$ cat config.mk
export PLATFORM = sky130hd
export DESIGN_NAME = multi_clk_div_flat
export DESIGN_NICKNAME = d
export VERILOG_FILES = /design/src/rtl/clk_div_pkg.sv /design/src/rtl/multi_clk_div_if.sv /design/src/rtl/clk_div_chan.sv /design/src/rtl/multi_clk_div.sv /design/src/flat_wrapper.sv
export SDC_FILE = /design/constraint.sdc
export NUM_CORES = 1
export LEC_CHECK = 0
export BUFFER_PORTS_ARGS = -buffer_cell sky130_fd_sc_hd__buf_2
export CAP_MARGIN = 25
export CORE_MARGIN = 2
export CORE_UTILIZATION = 45
export DETAILED_ROUTE_END_ITERATION = 8
export PLACE_DENSITY = 0.63
export RECOVER_POWER = 25
export SLEW_MARGIN = 20
export SYNTH_ARGS = -nofsm -noshare
export SYNTH_HDL_FRONTEND = slang
export SYNTH_SLANG_ARGS = --single-unit
$ cat constraint.sdc
create_clock -name clk -period 9.3 [get_ports clk]
set_input_delay 0.465 -clock clk [delete_from_list [all_inputs] [get_ports clk]]
set_output_delay 0.465 -clock clk [all_outputs]
set_load 0.02 [all_outputs]
$ cat src/rtl/clk_div_pkg.sv
// Shared types and helpers for the multi-channel clock divider.
package clk_div_pkg;

  localparam int CW_DEF  = 32;
  localparam int CW_MAX  = 64;
  localparam int MIN_DIV = 2;

  typedef struct packed {
    logic [CW_MAX-1:0] div;
    logic [CW_MAX-1:0] high;
  } cfg_pair_t;

  // Force a usable (period, high) pair: period at least two cycles, high never beyond the period
  function automatic cfg_pair_t clamp_cfg(input logic [CW_MAX-1:0] div,
                                          input logic [CW_MAX-1:0] high);
    cfg_pair_t r;
    r.div  = (div < CW_MAX'(MIN_DIV)) ? CW_MAX'(MIN_DIV) : div;
    r.high = (high > r.div) ? r.div : high;
    return r;
  endfunction

endpackage

$ cat src/rtl/multi_clk_div_if.sv
// Configuration request channel shared by the requester and the divider block.
interface multi_clk_div_if #(
  parameter int NCH = 4,
  parameter int CW  = 32,
  parameter int CHW = (NCH > 1) ? $clog2(NCH) : 1
);

  logic           cfg_valid;
  logic           cfg_ready;
  logic [CHW-1:0] cfg_ch;
  logic [CW-1:0]  cfg_div;
  logic [CW-1:0]  cfg_high;

  modport master (output cfg_valid, cfg_ch, cfg_div, cfg_high, input cfg_ready);
  modport slave  (input cfg_valid, cfg_ch, cfg_div, cfg_high, output cfg_ready);

endinterface

$ cat src/rtl/clk_div_chan.sv
// One divider channel: counter, active config, one-deep pending config slot and registered outputs.
module clk_div_chan
  import clk_div_pkg::*;
#(
  parameter int          CW       = CW_DEF,
  parameter int unsigned DEF_DIV  = 100000000,
  parameter int unsigned DEF_HIGH = 50000000
) (
  input  logic          clk,
  input  logic          rst,
  input  logic          en,
  input  logic          acc,
  input  logic [CW-1:0] acc_div,
  input  logic [CW-1:0] acc_high,
  output logic          pend,
  output logic          clkout,
  output logic          tick,
  output logic [CW-1:0] cnt
);

  localparam cfg_pair_t     DEF_CFG  = clamp_cfg(CW_MAX'(DEF_DIV), CW_MAX'(DEF_HIGH));
  localparam logic [CW-1:0] RST_DIV  = CW'(DEF_CFG.div);
  localparam logic [CW-1:0] RST_HIGH = CW'(DEF_CFG.high);

  logic [CW-1:0] cnt_q, cnt_d;
  logic [CW-1:0] div_q, div_d;
  logic [CW-1:0] high_q, high_d;
  logic [CW-1:0] pdiv_q, pdiv_d;
  logic [CW-1:0] phigh_q, phigh_d;
  logic          pend_q, pend_d;
  logic          clkout_q, clkout_d;
  logic          tick_q, tick_d;

  logic          wrap;
  cfg_pair_t     acc_cfg;

  assign wrap    = (cnt_q == div_q - CW'(1));
  assign acc_cfg = clamp_cfg(CW_MAX'(acc_div), CW_MAX'(acc_high));

  if (CW < CW_MAX) begin : g_hi_sink
    logic unused_hi;
    assign unused_hi = ^{acc_cfg.div[CW_MAX-1:CW], acc_cfg.high[CW_MAX-1:CW]};
  end

  // Count, generate outputs from the pre-edge count, swap in pending config at a period boundary
  always_comb begin
    cnt_d    = '0;
    div_d    = div_q;
    high_d   = high_q;
    pdiv_d   = pdiv_q;
    phigh_d  = phigh_q;
    pend_d   = pend_q;
    clkout_d = 1'b0;
    tick_d   = 1'b0;
    if (en) begin
      clkout_d = (cnt_q < high_q);
      tick_d   = wrap;
      cnt_d    = wrap ? '0 : cnt_q + CW'(1);
    end
    if (pend_q && (!en || wrap)) begin
      div_d  = pdiv_q;
      high_d = phigh_q;
      pend_d = 1'b0;
    end
    if (acc && !pend_q) begin
      pend_d  = 1'b1;
      pdiv_d  = CW'(acc_cfg.div);
      phigh_d = CW'(acc_cfg.high);
    end
  end

  // Channel state register
  always_ff @(posedge clk or negedge rst) begin
    if (!rst) begin
      cnt_q    <= '0;
      div_q    <= RST_DIV;
      high_q   <= RST_HIGH;
      pdiv_q   <= RST_DIV;
      phigh_q  <= RST_HIGH;
      pend_q   <= 1'b0;
      clkout_q <= 1'b0;
      tick_q   <= 1'b0;
    end else begin
      cnt_q    <= cnt_d;
      div_q    <= div_d;
      high_q   <= high_d;
      pdiv_q   <= pdiv_d;
      phigh_q  <= phigh_d;
      pend_q   <= pend_d;
      clkout_q <= clkout_d;
      tick_q   <= tick_d;
    end
  end

  assign pend   = pend_q;
  assign clkout = clkout_q;
  assign tick   = tick_q;
  assign cnt    = cnt_q;

endmodule

$ cat src/rtl/multi_clk_div.sv
// N-channel programmable clock divider; the top only decodes config requests onto the channels.
module multi_clk_div
  import clk_div_pkg::*;
#(
  parameter int          NCH      = 4,
  parameter int          CW       = CW_DEF,
  parameter int unsigned DEF_DIV  = 100000000,
  parameter int unsigned DEF_HIGH = 50000000
) (
  input  logic              clk,
  input  logic              rst,
  input  logic [NCH-1:0]    en,
  multi_clk_div_if.slave    cfg,
  output logic [NCH-1:0]    clkout,
  output logic [NCH-1:0]    tick,
  output logic [NCH*CW-1:0] counter
);

  logic [NCH-1:0] pend_vec;
  logic [NCH-1:0] acc_vec;
  logic           ready;

  // Route the request to its channel; out-of-range channels are never ready
  always_comb begin
    ready   = 1'b0;
    acc_vec = '0;
    for (int i = 0; i < NCH; i++) begin
      if (int'(cfg.cfg_ch) == i) begin
        ready      = ~pend_vec[i];
        acc_vec[i] = cfg.cfg_valid & ~pend_vec[i];
      end
    end
  end

  assign cfg.cfg_ready = ready;

  for (genvar g = 0; g < NCH; g++) begin : g_chan
    clk_div_chan #(
      .CW       (CW),
      .DEF_DIV  (DEF_DIV),
      .DEF_HIGH (DEF_HIGH)
    ) u_chan (
      .clk      (clk),
      .rst      (rst),
      .en       (en[g]),
      .acc      (acc_vec[g]),
      .acc_div  (cfg.cfg_div),
      .acc_high (cfg.cfg_high),
      .pend     (pend_vec[g]),
      .clkout   (clkout[g]),
      .tick     (tick[g]),
      .cnt      (counter[g*CW +: CW])
    );
  end

endmodule

$ cat src/flat_wrapper.sv
// flat-port wrapper written by rule: the top's interface ports become plain ports
module multi_clk_div_flat import clk_div_pkg::*;
#(
  parameter int          NCH      = 4,
  parameter int          CW       = CW_DEF,
  parameter int unsigned DEF_DIV  = 100000000,
  parameter int unsigned DEF_HIGH = 50000000
)
  (clk, rst, en, clkout, tick, counter, cfg_cfg_valid, cfg_cfg_ch, cfg_cfg_div, cfg_cfg_high, cfg_cfg_ready);
  multi_clk_div_if #(.NCH(NCH), .CW(CW)) cfg_i ();
  input  logic clk;
  input  logic rst;
  input  logic [NCH-1:0] en;
  output logic [NCH-1:0] clkout;
  output logic [NCH-1:0] tick;
  output logic [NCH*CW-1:0] counter;
  input wire logic [$bits(cfg_i.cfg_valid)-1:0] cfg_cfg_valid;
  input wire logic [$bits(cfg_i.cfg_ch)-1:0] cfg_cfg_ch;
  input wire logic [$bits(cfg_i.cfg_div)-1:0] cfg_cfg_div;
  input wire logic [$bits(cfg_i.cfg_high)-1:0] cfg_cfg_high;
  output wire logic [$bits(cfg_i.cfg_ready)-1:0] cfg_cfg_ready;
  assign cfg_i.cfg_valid = cfg_cfg_valid;
  assign cfg_i.cfg_ch = cfg_cfg_ch;
  assign cfg_i.cfg_div = cfg_cfg_div;
  assign cfg_i.cfg_high = cfg_cfg_high;
  assign cfg_cfg_ready = cfg_i.cfg_ready;
  multi_clk_div #(.NCH(NCH), .CW(CW), .DEF_DIV(DEF_DIV), .DEF_HIGH(DEF_HIGH)) u_core (.clk(clk), .rst(rst), .en(en), .cfg(cfg_i), .clkout(clkout), .tick(tick), .counter(counter));
endmodule
Yosys cells after proc, flatten, opt, wreduce, memory -nomap -nowiden
Cells that the tools add are included.
{"block": "op_classes", "eq_ne": 7, "n_bitwise": 8, "reduce_logical": 25, "order_cmp": 6, "n_addsub": 8, "n_mux": 34}
{"op": "$mux W32", "count": 10}
{"op": "$add A32 B1 Y32 const B", "count": 4}
{"op": "$eq A32 B32 Y1", "count": 4}
{"op": "$lt A32 B32 Y1", "count": 4}
{"op": "$sub A32 B1 Y32 const B", "count": 4}
{"op": "$gt A32 B32 Y1", "count": 1}
{"op": "$lt A32 B2 Y1 const B", "count": 1}
{"op": "$mux W1", "count": 24}
{"op": "$logic_and A1 B1 Y1", "count": 8}
{"op": "$logic_not A1 Y1", "count": 8}
{"op": "$reduce_bool A2 Y1", "count": 4}
{"op": "$and A1 B1 Y1", "count": 4}
{"op": "$eq A2 B2 Y1 const B", "count": 2}
{"op": "$logic_or A1 B1 Y1", "count": 4}
{"op": "$not A1 Y1", "count": 4}
{"op": "$eq A2 B1 Y1 const B", "count": 1}
{"op": "$logic_not A2 Y1", "count": 1}
{"block": "totals", "wordCells": 120, "reg_bits": 652, "out_inout_bits": 137, "in_bits": 73}

Logic depth before layout (Yosys ltp)
{"block": "depth", "word_depth": 6, "ltp_mapped": 15, "ltp_nobuf": 13}

By module
A second synthesis with hierarchy kept.
{"block": "unflattened", "cells_unflattened": 4147, "hier_area_um2": 40207.3}
{"module": "clk_div_chan (u_core.g_chan[0].u_chan ...)", "instances": 2, "area_per_inst_um2": 9577.9, "cells_each": 993}
{"module": "clk_div_chan (u_core.g_chan[3].u_chan)", "instances": 1, "area_per_inst_um2": 11348.4, "cells_each": 1229}
{"module": "clk_div_chan (u_core.g_chan[1].u_chan)", "instances": 1, "area_per_inst_um2": 9641.7, "cells_each": 925}
{"module": "multi_clk_div", "instances": 1, "area_per_inst_um2": 61.3, "cells_each": 7}

Least setup slack after synthesis
Ideal clock, no wire load.
{"block": "synth_timing", "path_kind": "reg2reg", "from": "register u_core.g_chan[3].u_chan.div_q[0]", "to": "register u_core.g_chan[3].u_chan.div_q[13]", "synth_period_minus_slack_ps": 3801, "path_slack_ps": 5499, "path_buffers": 5, "path_stages_with_launch": 16, "arrival_ps": 3720, "cell_sequence": "dfrtp_1 clkbuf_1 inv_1 ha_1 nor3b_1 and3_1 clkbuf_1 nand3_1 or4_1 nor3b_1 or4_1 o21a_1 clkbuf_1 buf_2 buf_2 o211ai_1"}
{"block": "synth_via", "elab_chain_len": 4}
{"item": "from (decl)", "line_no": "clk_div_chan.sv:26", "text": "logic [CW-1:0] div_q, div_d;"}
{"item": "from (signal assigned)", "line_no": "clk_div_chan.sv:85", "text": "div_q <= div_d;"}
{"item": "$sub A32 B1 Y32", "line_no": "clk_div_chan.sv:37", "text": "assign wrap = (cnt_q == div_q - CW'(1));"}
{"item": "$eq A32 B32 Y1", "line_no": "clk_div_chan.sv:37"}
{"item": "$logic_or A1 B1 Y1", "line_no": "clk_div_chan.sv:60", "text": "if (pend_q && (!en || wrap)) begin"}
{"item": "$logic_and A1 B1 Y1", "line_no": "clk_div_chan.sv:60"}
Every way passes these cells.
A chain may end at the register's enable or synchronous reset.

==> flow_metrics.tcl <==
set metrics [dict create \
    syn_to_final_growth_pct 11.8 \
    max_stage_delay_ns 4.28 \
    clock-sinks 652 \
    synth-edff-count 0 \
    drt_pass1_iterations 7 \
    grt_use_total 0.284 \
    grt_max_degree 162 \
    numPortBuffers 209 \
    syn_area_um2 37600 \
    hold_class "in2reg" \
    ant_nets 0 \
    grt-ovfl-total 0 \
    nNetsFinal 4252 \
    slew_headroom -3.12 \
    wl_per_cell_um 23.7 \
    clkTransAtPathRegs_ns 0.05 \
    viasPerCell 5.95 \
    netlist-cell-type-count 79 \
    worstMarginPinSlew_ns 6.18 \
    clk_latency_ns 0.62 \
    synthTopCellsByArea "dfrtp_1 31%, dfstp_2 13%, ha_1 5.5%, o211ai_1 5.3%, nand2b_1 4.6%" \
    dieArea_um2 86000 \
    cts_buffers 75 \
    finalWirelength_mm 123 \
    power_density_nw_per_um2 225 \
    cp_data_arrival_time_ns 6.95 \
    drc 0 \
    cts.path.max_buffers 3 \
    power.static_leakage_nw 18.3 \
    rsz0062_at_grt "false" \
    dpl.hpwl_mm 85.8 \
    tns_ns 0 \
    cap_violations 3 \
    initial_core_util 0.452 \
    synth_mux_area_frac 0.0434 \
    drive_above_1_share 0.145 \
    path_cells "dlygate4sd3_1 -> clkbuf_1 -> buf_12 -> buf_4" \
    synth_simple_gate_area_share 0.198 \
    synthCells 3920 \
    cp.required_ns 9.94 \
    slew_violations 165 \
    yosysWarnings 0 \
    synth_top_area_cell "dfrtp_1" \
    core_area_um2 83300 \
    timing.fmax_mhz 159 \
    cp_slowest_cell "clkbuf_1" \
    synth_seq_cells 652 \
    path_buf_inv 4 \
    htreeDepth 3 \
    path_class "in2async" \
    die_h_um 293 \
    peakVddDrop_mv 0.117 \
    yosysTopAreaCellShare 0.306 \
    grt_pass1_vias 29000 \
    ioPinCount 210 \
    synthesis.nets 4157 \
    violations "capacitance limit, slew limit" \
    status "finished with violations" \
    crit_path_start_kind "primary input" \
    ys_seq_area_frac 0.440 \
    ys_async_sr_fraction 1.00 \
    synth_most_common_cell "dfrtp_1" \
    fp.dieW_um 293 \
    crit_family "buffers and inverters" \
    core.rowCount 106 \
    place_congestion 0.964 \
    critPathCaptureType "async pin" \
    synth_top_family_by_area "simple AND/OR/NAND/NOR gates" \
    setup_violations 0 \
    synth_area_per_cell_um2 9.60 \
    period_share 0.678 \
    synth_common_cells "460 x dfrtp_1, 361 x nand2_1, 276 x nand2b_1" \
    synth_xor_area_frac 0.0612 \
    vias 30700 \
    grt_pass1_wl_mm 187 \
    finish.utilization 0.505 \
    synth_compound_area_frac 0.156 \
    cts_setup_buffers 0 \
    worstPathMaxFanout 161 \
    yosys_most_used_dff "dfrtp_1" \
    synthAdderAreaFrac 0.0545 \
    ctsRootBufferMaster "clkbuf_16" \
    finClkSkew_ns 0.0225 \
    drt_iter0_drc 2668 \
    fillerInstances 7820 \
    finalHoldViolations 0 \
    fin_crit_ns 6.31 \
    cts_tree "built" \
    antenna_found_initial 12 \
]
-- layer usage --
metal,share of wire,vias to the layer above,global-route usage
li1,-,14100,-
met1,0.45,15300,0.410
met2,0.45,1057,0.436
met3,0.070,203,0.0405
met4,0.034,6,0.0971
met5,0.00029,-,0
-- what timing repair did --
action                                 CTS  global route
hold buffers                             1             0
endpoints found under the hold margin   63             0
resized for setup                        0             0
-- worst reg2reg max path, stage by stage (launching register included) --
cell and delay [ns]:
dfrtp_1 0.48, inv_1 0.10, ha_1 0.29, nor3b_1 0.50
and3_1 0.41, nand3_1 0.16, or4_1 0.54, nor3b_1 0.15
or4_2 0.63, buf_4 0.38, o21a_2 0.40, buf_4 0.38
and2_1 0.37
-- final timing paths --
kind / cells after the start / to / from / slack [ns]
worst min register to register: 2 / u_core.g_chan[1].u_chan.pdiv_q[17] / u_core.g_chan[1].u_chan.pdiv_q[17] / 0.47
worst max-delay path: 4 / u_core.g_chan[2].u_chan.cnt[16] / rst / 2.99
worst min-delay path: 3 / u_core.g_chan[2].u_chan.pend / en[2] / 0.16
worst max register to register: 12 / u_core.g_chan[3].u_chan.cnt[1] / u_core.g_chan[3].u_chan.div_q[0] / 4.39
min in group asynchronous: 2 / u_core.g_chan[3].u_chan.div_q[3] / rst / 2.77
max in group clk: 12 / u_core.g_chan[3].u_chan.cnt[1] / u_core.g_chan[3].u_chan.div_q[0] / 4.39
-- layout make-up --
class / count / area [um^2] / share of cell area
Antenna cell: 11 / 27.5 / 0.000654
Clock buffer: 114 / 2280 / 0.0542
Clock inverter: 24 / 310 / 0.00738
Inverter: 207 / 777 / 0.0185
Multi-Input combinational cell: 2821 / 19400 / 0.461
Sequential cell: 652 / 16600 / 0.394
Tap cell: 1080 / 1350 / 0.0321
Timing Repair Buffer: 258 / 1360 / 0.0322
-- logic make-up (layout without fill, tap and decap cells) --
family	Yosys count	count (layout)
fa+ha+maj	164	164
compound gates	819	819
mux	147	147
xor+xnor	263	263
simple gates	1428	1428
buf+inv	447	603
flops	652	652
other cells	0	11
-- sequential cells by signal (all words and copies together) (netlist names) --
register,count
u_core.g_chan.u_chan.pend,4
u_core.g_chan.u_chan.phigh_q,128
u_core.g_chan.u_chan.tick,4
u_core.g_chan.u_chan.clkout,4
u_core.g_chan.u_chan.div_q,128
u_core.g_chan.u_chan.pdiv_q,128
u_core.g_chan.u_chan.high_q,128
u_core.g_chan.u_chan.cnt,128
-- per-stage QoR --
step | total power [mW] | std cells | cell area [um^2] | setup WS (ns) | hold slack [ns]
final | 9.45 | 5167 | 42100 | 2.99 | 0.155
after CTS | 9.45 | 5152 | 42200 | 4.42 | 0.142
after detailed placement | 6.31 | 5013 | 39600 | 4.35 | 0.467
after global routing | 9.92 | 5156 | 42000 | 2.11 | 0.164
after global placement | 6.26 | 5011 | 39500 | 4.36 | 0.459
after floorplan | 5.55 | 3920 | 37600 | 5.50 | 0.169
-- cells in the final DEF (no fill, tap or decap), drive strengths merged, types with 12 or more instances in the layout --
cell    synthesis  final
dfrtp         460    460
nand2         361    361
nand2b        276    276
o211ai        264    264
clkbuf        193    243
nor2          216    216
inv           207    208
dfstp         192    192
o21ai         178    178
ha            164    164
xnor2         159    159
mux2          130    130
buf            47    128
o31a          127    127
xor2          104    104
nand3          91     91
nor4           79     79
nor3           77     77
nand4          76     76
and3           68     68
a21o           63     63
a21oi          41     41
and2           38     38
a21boi         33     33
or3            26     26
or4            23     23
nor2b          22     22
mux2i          17     17
a211oi         16     16
and4           13     13
clkinv          0     13
or2            12     12
a31oi          12     12
nor4b          12     12
o31ai          12     12
-- where the power goes --
group	switching [mW]	internal, mW	total, mW
registers	0.648	3.58	4.23
logic	1.15	0.950	2.10
clock network	1.23	1.89	3.12
Note: power is estimated with default switching activity, not from simulation.
